$ cat config.mk
export PLATFORM = sky130hd
export DESIGN_NAME = alu_multicycle
export DESIGN_NICKNAME = d
export VERILOG_FILES = /design/src/rtl/alu_pkg.sv /design/src/rtl/alu_iter_unit.sv /design/src/rtl/alu_multicycle.sv
export SDC_FILE = /design/constraint.sdc
export NUM_CORES = 1
export LEC_CHECK = 0
export ABC_AREA = 1
export ABC_CLOCK_PERIOD_IN_PS = 4250
export CORE_ASPECT_RATIO = 0.75
export CORE_MARGIN = 4
export CORE_UTILIZATION = 45
export DETAILED_ROUTE_END_ITERATION = 10
export PLACE_DENSITY_LB_ADDON = 0.25
export SLEW_MARGIN = 20
export SYNTH_ARGS = -nofsm -noshare
export SYNTH_HDL_FRONTEND = slang
export SYNTH_SLANG_ARGS = --single-unit
$ cat constraint.sdc
create_clock -name CLK -period 4.25 [get_ports CLK]
set_input_delay 0.6375 -clock CLK [delete_from_list [all_inputs] [get_ports CLK]]
set_output_delay 0.6375 -clock CLK [all_outputs]
set_load 0.02 [all_outputs]
$ cat src/rtl/alu_pkg.sv
// Shared opcodes, FSM states and iterative-unit modes for the multicycle ALU.
package alu_pkg;

  localparam logic [2:0] OP_FWD  = 3'b000;
  localparam logic [2:0] OP_ADD  = 3'b001;
  localparam logic [2:0] OP_AND  = 3'b010;
  localparam logic [2:0] OP_OR   = 3'b011;
  localparam logic [2:0] OP_MUL  = 3'b100;
  localparam logic [2:0] OP_SLL  = 3'b101;
  localparam logic [2:0] OP_SRA  = 3'b110;
  localparam logic [2:0] OP_RSVD = 3'b111;

  typedef enum logic {
    S_IDLE = 1'b0,
    S_EXEC = 1'b1
  } state_t;

  // Working mode of the iterative unit
  localparam logic [1:0] IT_MUL = 2'd0;
  localparam logic [1:0] IT_SLL = 2'd1;
  localparam logic [1:0] IT_SRA = 2'd2;

endpackage

$ cat src/rtl/alu_iter_unit.sv
// Iterative working registers for MUL (shift-add) and multi-bit shifts
// (one bit per step). o_res is the value the current step produces, so the
// top can capture it on the final step edge.
module alu_iter_unit
  import alu_pkg::*;
#(
  parameter int WIDTH = 8,
  parameter int CNT_W = 4
) (
  input  logic             i_clk,
  input  logic             i_rst,
  input  logic             i_load,
  input  logic             i_step,
  input  logic [1:0]       i_mode,
  input  logic [WIDTH-1:0] i_a,
  input  logic [WIDTH-1:0] i_b,
  input  logic [CNT_W-1:0] i_cnt,
  output logic             o_last,
  output logic [WIDTH-1:0] o_res
);

  logic [WIDTH-1:0] r_a, r_b, r_acc;
  logic [CNT_W-1:0] r_cnt;
  logic [1:0]       r_mode;

  logic [WIDTH-1:0] w_next_acc, w_next_a;

  // Next-step values: accumulate uses A before it shifts; SRA keeps the sign bit
  always_comb begin
    w_next_acc = r_acc + (r_b[0] ? r_a : '0);
    if (r_mode == IT_SRA) w_next_a = {r_a[WIDTH-1], r_a[WIDTH-1:1]};
    else                  w_next_a = {r_a[WIDTH-2:0], 1'b0};
    o_res  = (r_mode == IT_MUL) ? w_next_acc : w_next_a;
    o_last = (r_cnt == CNT_W'(1));
  end

  // Load on acceptance, then one step per EXEC cycle
  always_ff @(posedge i_clk) begin
    if (i_rst) begin
      r_a    <= '0;
      r_b    <= '0;
      r_acc  <= '0;
      r_cnt  <= '0;
      r_mode <= IT_MUL;
    end else if (i_load) begin
      r_a    <= i_a;
      r_b    <= i_b;
      r_acc  <= '0;
      r_cnt  <= i_cnt;
      r_mode <= i_mode;
    end else if (i_step) begin
      r_a    <= w_next_a;
      r_b    <= r_b >> 1;
      r_acc  <= w_next_acc;
      r_cnt  <= r_cnt - CNT_W'(1);
    end
  end

endmodule

$ cat src/rtl/alu_multicycle.sv
// Registered ALU with START/BUSY/DONE handshake. Simple ops complete on the
// accepting edge; MUL and nonzero shifts run in alu_iter_unit while BUSY=1.
module alu_multicycle
  import alu_pkg::*;
#(
  parameter int WIDTH = 8
) (
  input  logic             CLK,
  input  logic             RESET,
  input  logic             START,
  input  logic [WIDTH-1:0] DATA1,
  input  logic [WIDTH-1:0] DATA2,
  input  logic [2:0]       SELECT,
  output logic [WIDTH-1:0] RESULT,
  output logic             ZERO,
  output logic             OVF,
  output logic             BUSY,
  output logic             DONE
);

  localparam int SHAMT_W = $clog2(WIDTH);
  localparam int CNT_W   = SHAMT_W + 1;  // must hold WIDTH for MUL

  state_t r_state;

  logic [SHAMT_W-1:0] w_shamt;
  logic [WIDTH-1:0]   w_sum, w_comb, w_iter_res;
  logic               w_add_ovf, w_iter_op, w_load, w_step, w_last;
  logic [1:0]         w_mode;
  logic [CNT_W-1:0]   w_cnt_init;

  // Decode and single-cycle datapath, all from the live inputs at acceptance
  always_comb begin
    w_shamt   = DATA2[SHAMT_W-1:0];
    w_sum     = DATA1 + DATA2;
    w_add_ovf = (DATA1[WIDTH-1] == DATA2[WIDTH-1]) && (w_sum[WIDTH-1] != DATA1[WIDTH-1]);
    w_iter_op = (SELECT == OP_MUL) ||
                (((SELECT == OP_SLL) || (SELECT == OP_SRA)) && (w_shamt != '0));
    w_load    = (r_state == S_IDLE) && START && w_iter_op;
    w_step    = (r_state == S_EXEC);
    if (SELECT == OP_MUL)      w_mode = IT_MUL;
    else if (SELECT == OP_SLL) w_mode = IT_SLL;
    else                       w_mode = IT_SRA;
    w_cnt_init = (SELECT == OP_MUL) ? CNT_W'(WIDTH) : {1'b0, w_shamt};
    case (SELECT)
      OP_FWD:         w_comb = DATA2;
      OP_ADD:         w_comb = w_sum;
      OP_AND:         w_comb = DATA1 & DATA2;
      OP_OR:          w_comb = DATA1 | DATA2;
      OP_SLL, OP_SRA: w_comb = DATA1;   // only reached with amount 0
      default:        w_comb = '0;      // reserved (MUL never lands here)
    endcase
  end

  alu_iter_unit #(
    .WIDTH (WIDTH),
    .CNT_W (CNT_W)
  ) u_iter (
    .i_clk  (CLK),
    .i_rst  (RESET),
    .i_load (w_load),
    .i_step (w_step),
    .i_mode (w_mode),
    .i_a    (DATA1),
    .i_b    (DATA2),
    .i_cnt  (w_cnt_init),
    .o_last (w_last),
    .o_res  (w_iter_res)
  );

  // Control FSM with registered result, flags and handshake outputs
  always_ff @(posedge CLK) begin
    if (RESET) begin
      r_state <= S_IDLE;
      RESULT  <= '0;
      ZERO    <= 1'b1;
      OVF     <= 1'b0;
      BUSY    <= 1'b0;
      DONE    <= 1'b0;
    end else begin
      DONE <= 1'b0;
      case (r_state)
        S_IDLE: begin
          if (START) begin
            if (w_iter_op) begin
              r_state <= S_EXEC;
              BUSY    <= 1'b1;
            end else begin
              RESULT <= w_comb;
              ZERO   <= (w_comb == '0);
              OVF    <= (SELECT == OP_ADD) && w_add_ovf;
              DONE   <= 1'b1;
            end
          end
        end
        S_EXEC: begin
          // START is ignored here; the op in flight runs to completion
          if (w_last) begin
            r_state <= S_IDLE;
            RESULT  <= w_iter_res;
            ZERO    <= (w_iter_res == '0);
            OVF     <= 1'b0;
            BUSY    <= 1'b0;
            DONE    <= 1'b1;
          end
        end
        default: r_state <= S_IDLE;
      endcase
    end
  end

endmodule

Word-level counts from Yosys, hierarchy flattened
Index checks and enable logic that the tools add are counted.
Widths: inputs -> output; s select.

word-level totals
  bits in registers = 43
  output and inout port bits = 12

cells by class
  add/subtract/negate cells = 3
  eq/ne operators = 14
  multiplexer cells = 36
  bitwise operators = 3
  reductions and logical operators = 17

operators by type and width
  operator             count
  $mux 8               10
  $pmux 8 s5           1
  $add 8x8->8          2
  $logic_not 8->1      2
  $pmux 8 s2           1
  $mux 1               14
  $mux 4               3
  $pmux 1 s2           5
  $eq 3x3->1 const B   3
  $and 8x8->8          1
  $or 8x8->8           1
  $eq 3x2->1 const B   2
  $ne 2x2->1 const B   3
  $reduce_and 3->1     2
  $logic_and 1x1->1    5
  $eq 4x1->1 const B   1
  $mux 2               2
  $reduce_or 2->1      2
  $sub 4x1->4 const B  1
  $eq 3x1->1 const B   1
  $logic_not 3->1      1
  $reduce_bool 3->1    1
  $eq 2x2->1 const B   1
  $logic_not 2->1      1
  6 further kinds      7

Depth between registers and ports, before layout
  depth in word-level cells = 7
  mapped depth = 16
  mapped depth without buffers = 15

Hierarchy
A second synthesis with hierarchy kept.

unflattened totals
  cell total of the unflattened synthesis = 560
  area total of the unflattened synthesis = 3485.8 um2

by module, submodules not included
  module          instances  cells an instance  area an instance (um2)  sequential area each (um2)
  alu_iter_unit   1          299                1960.6                  600.6
  alu_multicycle  1          261                1525.2                  260.2

Worst setup path before layout
OpenSTA, ideal clock, no wires.

  path kind = reg-to-reg
  start = register u_iter.r_b[0]
  end = register ZERO
  setup time = 0.058 ns
  arrival = 2.039 ns
  data required time = 4.192 ns
  path slack = 2.153 ns
  stages on the path, launching flop included = 16
  buffers on the path = 1
  path through = dfxtp_1 -> buf_2 -> nand2_1 -> inv_1 -> ha_1 -> fa_1 -> or2_2 -> nand2_1 -> nand2_1 -> nor2_1 -> nand3_1 -> nor2_1 -> nand3_1 -> nand2_1 -> nand2_1 -> nand2_1

on the way
  word-level cells in the longest chain between the ends = 6

RTL lines
  item                      line                   RTL
  start, declared           alu_iter_unit.sv:22    logic [WIDTH-1:0] r_a, r_b, r_acc;
  start signal, assigned    alu_iter_unit.sv:47    r_b <= i_b;
  start signal, assigned    alu_iter_unit.sv:53    r_b <= r_b >> 1;
  $mux 8                    alu_iter_unit.sv:30    w_next_acc = r_acc + (r_b[0] ? r_a : '0);
  $add 8x8->8               alu_iter_unit.sv:30
  via u_iter.w_next_acc[1]  alu_iter_unit.sv:26    logic [WIDTH-1:0] w_next_acc, w_next_a;
  $mux 8                    alu_iter_unit.sv:33    o_res = (r_mode == IT_MUL) ? w_next_acc : w_next_a;
  $logic_not 8->1           alu_multicycle.sv:101  ZERO <= (w_iter_res == '0);
  $mux 1                    alu_multicycle.sv:98   if (w_last) begin
  $pmux 1 s2                alu_multicycle.sv:82   case (r_state)
  end signal, assigned      alu_multicycle.sv:90   ZERO <= (w_comb == '0);
  end signal, assigned      alu_multicycle.sv:101
  end, declared             alu_multicycle.sv:15   output logic ZERO,

The timed path passes the listed nets, and every way through them passes these cells. The select of a mux whose other input is x is not followed.
A chain may end at the register's enable or synchronous reset.

Worst setup path after layout
  start = input SELECT[1]
  end = register u_iter.r_b[3]

on the way
  word-level cells in the longest chain between the ends = 6
  elaborated cells between the ends (all ways) = 9

RTL lines
  item                                         line                  RTL
  start, declared                              alu_multicycle.sv:13  input logic [2:0] SELECT,
  $eq 3x3->1                                   alu_multicycle.sv:38  (((SELECT == OP_SLL) || (SELECT == OP_SRA)) && (w_shamt != '0));
  $logic_or 1x1->1                             alu_multicycle.sv:38
  $logic_and 1x1->1                            alu_multicycle.sv:38
  $logic_or 1x1->1 (*)                         alu_multicycle.sv:37  w_iter_op = (SELECT == OP_MUL) ||
  $logic_and 1x1->1 (*)                        alu_multicycle.sv:39  w_load = (r_state == S_IDLE) && START && w_iter_op;
  $mux 8 or $reduce_bool 2->1 (tied branches)  n/a

Every way passes the cells marked *; elsewhere a longest branch is shown, timed or not.

==> results.py <==
metrics = {
    "timing": {
        "final_hold_viol_count": 0,
        "rsz0062_at_grt": "no",
        "fin_skew_ns": 0.005492,
        "fmaxAchievable_ghz": 0.3681,
        "fin_crit_sh_pct": 63.91,
        "setup_viol": 0,
        "fin_crit_ns": 2.716,
        "relSlewSlack_pct": 48.29,
        "slew_viol_final": 0,
        "tns_ns": 0,
        "worst_slew_pin_slew_ns": 0.7728,
    },
    "drt": {
        "routed_wl_mm": 9.261,
        "via_per_inst": 5.329,
        "wl_per_cell_um": 14.31,
        "firstDrtPassIters": 4,
        "vias": 3448,
        "drt_iter0_drc": 261,
        "drcViolationCount": 0,
        "antenna_left": 0,
    },
    "die": {
        "design.die.area_mm2": 0.008829,
        "io_pins": 34,
        "start_util_pct": 47.46,
        "placementRows": 26,
        "dieHeight_um": 82.38,
        "core_area_mm2": 0.006994,
        "die_x_um": 107.2,
    },
    "power": {
        "p_clk_share_pct": 26.5,
        "p_leak_nw": 1.788,
        "combPwrFrac_pct": 30.1,
        "p_seq_share_pct": 43.4,
        "power.switching_mw": 0.3650,
        "power_switching_share_pct": 35.31,
        "p_int_mw": 0.6686,
        "p_per_area_mw_per_mm2": 273.3,
        "ir_drop_v": 0.0001350,
        "total_power_mw": 1.034,
    },
    "cells_and_area": {
        "drive_above_1_share_pct": 6.375,
        "layout_common_cells": "126 x nand2_1, 73 x inv_1, 55 x nand3_1",
        "final_common_cell": "nand2_1",
        "fin_nets": 598,
        "instances_no_fill": 647,
        "fill_cells": 691,
        "utilization_pct": 54.08,
        "num_antenna_cells": 0,
        "area_growth_pct": 13.95,
        "seqCellArea_um2": 860.8,
        "multiInputGateArea_mm2": 0.002057,
    },
    "logic_synthesis": {
        "ys_seq_area_share_pct": 25.93,
        "synthFlopType": "dfxtp_1",
        "syn_nets": 571,
        "yosys.cell_types.count": 38,
        "synth-edff-count": 0,
        "synth_area_mm2": 0.003319,
        "ys_ff_latch": 43,
        "async_flop_share_pct": 0,
        "synthCells": 522,
        "yosys_warnings": 0,
        "synth.avg_cell_area_um2": 6.359,
    },
    "clocking": {
        "cts_setup_buffers": 0,
        "clk_latency_ns": 0.31,
        "root_buffer": "clkbuf_8",
        "clk_pin_slew_ns": 0.08,
        "tritoncts": "done",
        "cts_inserted_buffers": 5,
        "post_cts_resized": 0,
        "cts_hold_buf": 0,
        "clock_sinks": 43,
        "h-tree-depth": 2,
        "cts_buffer_depth": 2,
    },
    "placement": {
        "routabilityCongestion": 0.9685,
        "placed_cells": 640,
        "port_buffers": 33,
        "hpwl_mm": 7.263,
    },
    "run": {
        "maxCapViolations": 0,
    },
    "setup_path": {
        "critPathKind": "primary input to flip-flop",
        "r2r_cells": 14,
        "critPathRequiredTime_ns": 4.49,
        "worstPathMaxFanout": 20,
        "crit_arrival_ns": 2.95,
        "r2r-end": "ZERO",
        "startpoint": "SELECT[1]",
        "reg2reg_slack_ns": 1.82,
        "cp-end-kind": "flip-flop",
        "rr_startpoint": "u_iter.r_b[0]",
        "worstSetupStartpointType": "primary input",
        "endpoint": "u_iter.r_b[3]",
    },
    "global_route": {
        "grt_pass1_wl_mm": 15.51,
        "grt_use_total_pct": 22.10,
        "grt_max_degree": 39,
        "grt_pass1_vias": 3082,
        "gr-total-overflow": 0,
        "antenna_found_initial": 0,
    },
    "status": {
        "outcome": "finished, final reports clean",
    },
    "hold_path": {
        "min_path_type": "flip-flop to flip-flop",
    },
}
[cells by family (layout without fill, tap and decap cells)]
logic type / count (synthesis) / after routing / synth area share, %
XOR/XNOR: 3 / 3 / 0.7917
AND/OR/NAND/NOR: 261 / 261 / 34.41
buffers and inverters: 96 / 123 / 12.10
AO/OA/AOI/OAI: 92 / 92 / 16.13
flip-flops: 43 / 43 / 25.93
adder cells (fa/ha/maj): 27 / 27 / 10.63
[synthesized netlist by cell type, drive strengths merged, types with 3 or more instances]
master,instances,area share (%)
nand2,132,16
inv,80,9.2
nand3,56,8.8
nor2,53,6.3
dfxtp,43,26
o21ai,37,5.6
a21oi,30,4.5
ha,25,9.4
a31oi,10,1.9
nand4,10,1.9
clkbuf,8,0.90
buf,7,1.9
o22ai,7,1.7
nor3,5,0.90
or2,4,0.75
o31ai,3,0.68
[metal layers]
metal	vias up	part of all wire (%)	routed length, um	global-route usage [%]
met5	-	0	0	0
met4	0	1.1	103	6.003
met3	8	7.6	703	4.351
met2	140	40	3672	30.90
met1	1538	52	4782	33.93
li1	1762	-	-	-
[cell type report]
cell class                      count  share of cell area [%]
Clock buffer                        6                   2.183
Clock inverter                      1                  0.1323
Inverter                           81                   8.171
Multi-Input combinational cell    383                   54.38
Sequential cell                    43                   22.76
Tap cell                           98                   3.242
Timing Repair Buffer               35                   9.130
[critical path, stage by stage]
cell             delay (ns)
clkdlybuf4s50_1        0.74
nand2_2                0.14
nand3_4                0.15
inv_2                  0.07
nand2_2                0.07
nand2_2                0.05
nand2_2                0.39
nand2_2                0.14
inv_2                  0.31
nand2_1                0.09
a31oi_1                0.15
[flip-flops by register name, summed over array words and instances (netlist names)]
register and flops:
u_iter.r_cnt 4, BUSY 1, DONE 1, u_iter.r_mode 2, u_iter.r_a 8, u_iter.r_acc 8, RESULT 8, r_state 1
ZERO 1, u_iter.r_b 8, OVF 1
[how the worst min path moves through the flow]
stage	from	to	depth (start not counted)	slack, ns
3_5_place_dp	u_iter.r_b[7]	u_iter.r_b[7]	2	0.46
6_report	u_iter.r_b[7]	u_iter.r_b[7]	2	0.47
2_1_floorplan	u_iter.r_b[7]	u_iter.r_b[7]	2	0.44
4_1_cts	u_iter.r_b[7]	u_iter.r_b[7]	2	0.47
5_1_grt	BUSY	BUSY	2	0.50
3_3_place_gp	u_iter.r_b[7]	u_iter.r_b[7]	2	0.45
[power groups by stage]
stage	combinational [mW]	sequential, mW	clock [mW]
global placement	0.303	0.457	0
global route	0.347	0.452	0.298
floorplan	0.201	0.464	0
detailed placement	0.305	0.458	0
CTS	0.306	0.448	0.278
finish	0.311	0.448	0.274
[per-stage QoR]
step	hold slack, ns	setup WS [ns]	cell area, um2
5_1_grt	0.4967	1.340	3782
4_1_cts	0.4741	1.564	3782
6_report	0.4689	1.534	3782
3_3_place_gp	0.4513	1.334	3695
3_5_place_dp	0.4615	1.246	3695
2_1_floorplan	0.4390	2.153	3319
Power figures use the tool's default switching activity.
